==> src/rtl/sync_nflop_filt.sv <==
// Multi-bit N-stage synchroniser with a per-bit glitch filter and edge pulses.
// STAGES must be >= 2 and FILT_CYC >= 1; bits are resolved independently (no bus coherency).

module sync_nflop_lane #(
    parameter int   STAGES   = 2,
    parameter int   FILT_CYC = 1,
    parameter logic RST_BIT  = 1'b0
) (
    input  logic clk,
    input  logic rst,
    input  logic d,
    output logic q,
    output logic rise,
    output logic fall
);
    localparam int CW = $clog2(FILT_CYC + 1);

    logic [STAGES-1:0] s_q, s_d;
    logic [CW-1:0]     cnt_q, cnt_d;
    logic              q_q, q_d;
    logic              rise_q, rise_d;
    logic              fall_q, fall_d;
    logic              sync;

    assign sync = s_q[STAGES-1];

    always_comb begin
        s_d    = {s_q[STAGES-2:0], d};
        q_d    = q_q;
        cnt_d  = '0;
        // Any cycle where sync agrees with q drops all accumulated credit.
        if (sync != q_q) begin
            if (cnt_q == CW'(FILT_CYC - 1)) q_d = sync;
            else                            cnt_d = cnt_q + 1'b1;
        end
        rise_d = q_d & ~q_q;
        fall_d = ~q_d & q_q;
    end

    always_ff @(posedge clk) begin
        if (rst) begin
            s_q    <= {STAGES{RST_BIT}};
            q_q    <= RST_BIT;
            cnt_q  <= '0;
            rise_q <= 1'b0;
            fall_q <= 1'b0;
        end else begin
            s_q    <= s_d;
            q_q    <= q_d;
            cnt_q  <= cnt_d;
            rise_q <= rise_d;
            fall_q <= fall_d;
        end
    end

    assign q    = q_q;
    assign rise = rise_q;
    assign fall = fall_q;
endmodule

module sync_nflop_filt #(
    parameter int                   DATAWIDTH = 4,
    parameter int                   STAGES    = 2,
    parameter int                   FILT_CYC  = 1,
    parameter logic [DATAWIDTH-1:0] RST_VAL   = '0
) (
    input  logic                 clk,
    input  logic                 rst,
    input  logic [DATAWIDTH-1:0] d,
    output logic [DATAWIDTH-1:0] q,
    output logic [DATAWIDTH-1:0] rise,
    output logic [DATAWIDTH-1:0] fall
);
    for (genvar i = 0; i < DATAWIDTH; i++) begin : g_lane
        sync_nflop_lane #(
            .STAGES  (STAGES),
            .FILT_CYC(FILT_CYC),
            .RST_BIT (RST_VAL[i])
        ) u_lane (
            .clk (clk),
            .rst (rst),
            .d   (d[i]),
            .q   (q[i]),
            .rise(rise[i]),
            .fall(fall[i])
        );
    end
endmodule

==> config.mk <==
export PLATFORM = sky130hd
export DESIGN_NAME = sync_nflop_filt
export DESIGN_NICKNAME = d
export VERILOG_FILES = /design/src/rtl/sync_nflop_filt.sv
export SDC_FILE = /design/constraint.sdc
export NUM_CORES = 1
export LEC_CHECK = 0
export CAP_MARGIN = 20
export CORE_MARGIN = 2
export CORE_UTILIZATION = 47
export CTS_CLUSTER_SIZE = 30
export DETAILED_ROUTE_END_ITERATION = 16
export PLACE_DENSITY_LB_ADDON = 0.25
export REMOVE_ABC_BUFFERS = 1
export SLEW_MARGIN = 20
export SYNTH_ARGS = -nofsm -noshare
export SYNTH_HDL_FRONTEND = slang
export SYNTH_HIERARCHICAL = 1
export SYNTH_SLANG_ARGS = --single-unit
==> constraint.sdc <==
create_clock -name clk -period 1.3 [get_ports clk]
set_clock_uncertainty 0.1 [all_clocks]
set_input_delay 0.26 -clock clk [delete_from_list [all_inputs] [get_ports clk]]
set_output_delay 0.26 -clock clk [all_outputs]
set_load 0.02 [all_outputs]
# After elaboration in Yosys (flattened, before gate mapping)
# Cells that the tools add are included.
# Widths: inputs -> output; s select.
# word_totals
ff_bits	24
input_bits	6
output_inout_bits	12
word_cells	64
# classes
addsub	4
n_eq_ne	4
mux	8
n_bitwise	24
n_reduce_logical	4
# ops
op	n
$not 1->1	16
$reduce_or 3->1	4
$and 1x1->1	8
$mux 1	8
$add 1x1->1 const B	4
$ne 1x1->1	4

# Depth between registers and ports, before layout
# logic_depth
ltp_word	4
ltp_mapped	2
depth_no_buf	2

# Hierarchy
# Netlist, hierarchy kept.
# modules_own_cells
module	instances	cells_per_inst	area_per_inst_um2	seq_area_each_um2
sync_nflop_lane	4	13	167.7	120.1

# Worst setup path before layout
# Ideal clock, no wire load.
# synth_path
path_kind	reg2reg
start	reg g_lane[0].u_lane.q_q
end	reg g_lane[0].u_lane.fall_q
setup_time_ps	96
arrival_ps	660
t_required_ps	1104
path_slack_ps	444
path_stages_with_launch	2
path_buffers	0
period_less_slack_ps	856
cell_sequence	dfxtp_1 > nor4b_1
# synth_via
elab_chain_len	4
word_cells_on_any_way	5
cone_classes	eq/ne (1); mux (2); bitwise (2)
# synth_lines
item	line	rtl
start: declaration	20	logic q_q, q_d;
start signal: assignment	49	q_q <= q_d;
$mux 1 or $ne 1x1->1 (tied branches)	33, 32	
$mux 1	32	if (sync != q_q) begin
$not 1->1	37	fall_d = ~q_d & q_q;
$and 1x1->1 (*)	37	
end signal: assignment	52	fall_q <= fall_d;
end: declaration	22	logic fall_q, fall_d;
# Mark *: on every way between the ends. The rest lies on a longest branch, timed or not.
# A chain may end at the register's enable or synchronous reset.

# Worst setup path after layout
# layout_path
start	reg g_lane[3].u_lane.rise_q
end	out rise[3]
# layout_lines
item	line	rtl
start: declaration	21	logic rise_q, rise_d;
start signal: assignment	51	rise_q <= rise_d;
end: declaration	71	output logic [DATAWIDTH-1:0] rise,
# No word-level cell between the ends.

==> out/metrics.yaml <==
synth:
  syn-cell-area_um2: 670.6
  yosysWarningCount: 6
  ys_ff_latch: 24
  ys_types: 6
  ys_seq_area_share_pct: 71.64
  syn_inst: 52
  syn-mean-instance-area_um2: 12.90
timing:
  rsz0062_at_grt: "false"
  fin_ws_ns: 0.05625
  final_hold_viol_count: 0
  drv_slew: 0
  fmax_ghz: 0.8040
  setup_tns_ns: 0
  period_share_pct: 95.67
  min_period_ns: 1.244
  setup_viol: 0
die:
  coreArea_mm2: 0.001318
  pin_count: 18
  die_h_um: 41.78
  num_rows: 13
  start_util_pct: 50.90
  die_x_um: 41.78
  die_area_mm2: 0.001745
setup_path:
  start_kind: "flip-flop"
  crit_fanout: 1
  crit_path_end_kind: "output pin"
  crit_chain: "clkdlybuf4s15_2"
  max_stage_delay_ns: 0.33
  path_delay_family: "flip-flops"
  path_buf_inv: 1
  crit_slowest_cell: "dfxtp_1"
  critical_path_class: "reg2out"
  crit_arrival_ns: 0.88
  worstPathRequired_ns: 0.94
routing:
  ant_nets: 0
  wl_um: 934
  drc: 0
  first_pass_iters: 2
  drt_iter0_markers: 1
  wl_per_cell_um: 10.15
  vias: 429
  vias_per_cell: 4.663
pwr:
  peakVddDrop_uv: 878.7
  cellPowerDensity_mw_per_mm2: 1283
  power_uw: 1135
  leakagePower_uw: 0.0003846
worst_hold_path:
  hold_class: "reg2reg"
clock_tree:
  cts.path.max_buffers: 2
  post_cts_buffers: 0
  path_clk_slew_ns: 0.11
  tritoncts: "done"
  root_buffer: "clkbuf_4"
  cts_htree_levels: 1
  cts_buffers: 3
  insertion_delay_ns: 0.30
  clock-sinks: 24
place:
  dpl_cell_area_um2: 909.6
  port_buffers: 17
  dp_hpwl_um: 655.8
  dp_slack_ns: -0.04914
  gp_congestion: 0.6131
final_layout:
  drive_gt1_share_pct: 25.97
  diodes: 0
  postLayoutCellArea_um2: 884.6
  final_common_cell: "dfxtp_1"
  finalNetCount: 85
  synthToLayoutAreaGrowth_pct: 31.90
  final_cell_mix: "24 x dfxtp_1, 8 x nor4b_1, 8 x nor2b_1, 6 x clkbuf_2, 5 x clkdlybuf4s50_1"
  fin_util_pct: 67.14
flow_run:
  cap_violations: 0
global_routing:
  grt_max_degree: 21
  grt_pass1_wl_mm: 1.669
  grt_pass1_vias: 388
  grt_overflow_total: 0
  grt_usage_pct: 12.84
  antenna_found_initial: 0
status:
  status: "finished, final reports clean"
==> per-layer routing <==
metal | wire (µm) | GRT usage (%) | up-vias
met5 | 0 | 0 | -
met4 | 6 | 7.742 | 0
met3 | 70 | 5.217 | 2
met2 | 428 | 18.75 | 13
met1 | 429 | 15.70 | 191
li1 | - | - | 223
==> registers in the layout, summed over array words and instances (netlist names) <==
| register | flops |
|---|---|
| g_lane.u_lane/fall | 4 |
| g_lane.u_lane/s_q | 8 |
| g_lane.u_lane/cnt_q | 4 |
| g_lane.u_lane/q | 4 |
| g_lane.u_lane/rise | 4 |
==> stage by stage <==
stage / std cells / hold WS [ns]
final: 92 / 0.3482
after global routing: 92 / 0.3587
after CTS: 92 / 0.3513
after detailed placement: 89 / 0.3262
after global placement: 89 / 0.3155
after floorplan: 52 / 0.2316
==> path summary, 6_finish.rpt <==
kind / from / end / slack, ns / cells past startpoint
min reg2reg: g_lane[1].u_lane/s_q[0]$_SDFF_PP0_ / g_lane[1].u_lane/s_q[1]$_SDFF_PP0_ / 0.35 / 1
max reg2reg: g_lane[0].u_lane/q$_SDFF_PP0_ / g_lane[0].u_lane/rise$_SDFF_PP0_ / 0.36 / 2
max: g_lane[3].u_lane/rise$_SDFF_PP0_ / rise[3] / 0.06 / 1
min: g_lane[1].u_lane/s_q[0]$_SDFF_PP0_ / g_lane[1].u_lane/s_q[1]$_SDFF_PP0_ / 0.35 / 1
==> area by class of cell <==
cell class              count  area (µm²)
clock buffers               3       22.52
multi-input cells          28       190.2
flip-flops and latches     24       480.5
repair buffers             22       172.7
fillers                   100       432.9
well taps                  15       18.77
==> synthesized netlist by cell type, drive strengths merged <==
| master | instances | area share, % |
|---|---|---|
| nor2b | 8 | 7.5 |
| dfxtp | 24 | 72 |
| conb | 4 | 2.2 |
| nor2 | 4 | 2.2 |
| mux2i | 4 | 6.0 |
| nor4b | 8 | 10 |
==> cells by family (layout without fill, tap and decap cells) <==
group | Yosys count | after routing | share of synthesized area (%)
DFF | 24 | 24 | 71.64
other | 4 | 4 | 2.238
buffers and inverters | 0 | 25 | 0
and+or+nand+nor | 20 | 20 | 20.15
muxes | 4 | 4 | 5.970
==> what timing repair did <==
action | in CTS | in global routing
hold buffers | 0 | 0
gates resized for setup | 30 | 10
endpoints found under the setup margin | 12 | 10
==> where the power goes <==
part           leakage [µW]  switching, µW  total, µW  internal, µW
sequential         0.000197           12.4        772           759
combinational      0.000174           28.3       68.9          40.6
clock             0.0000138            186        294           108
No activity file was read; power rests on OpenSTA's default activity.
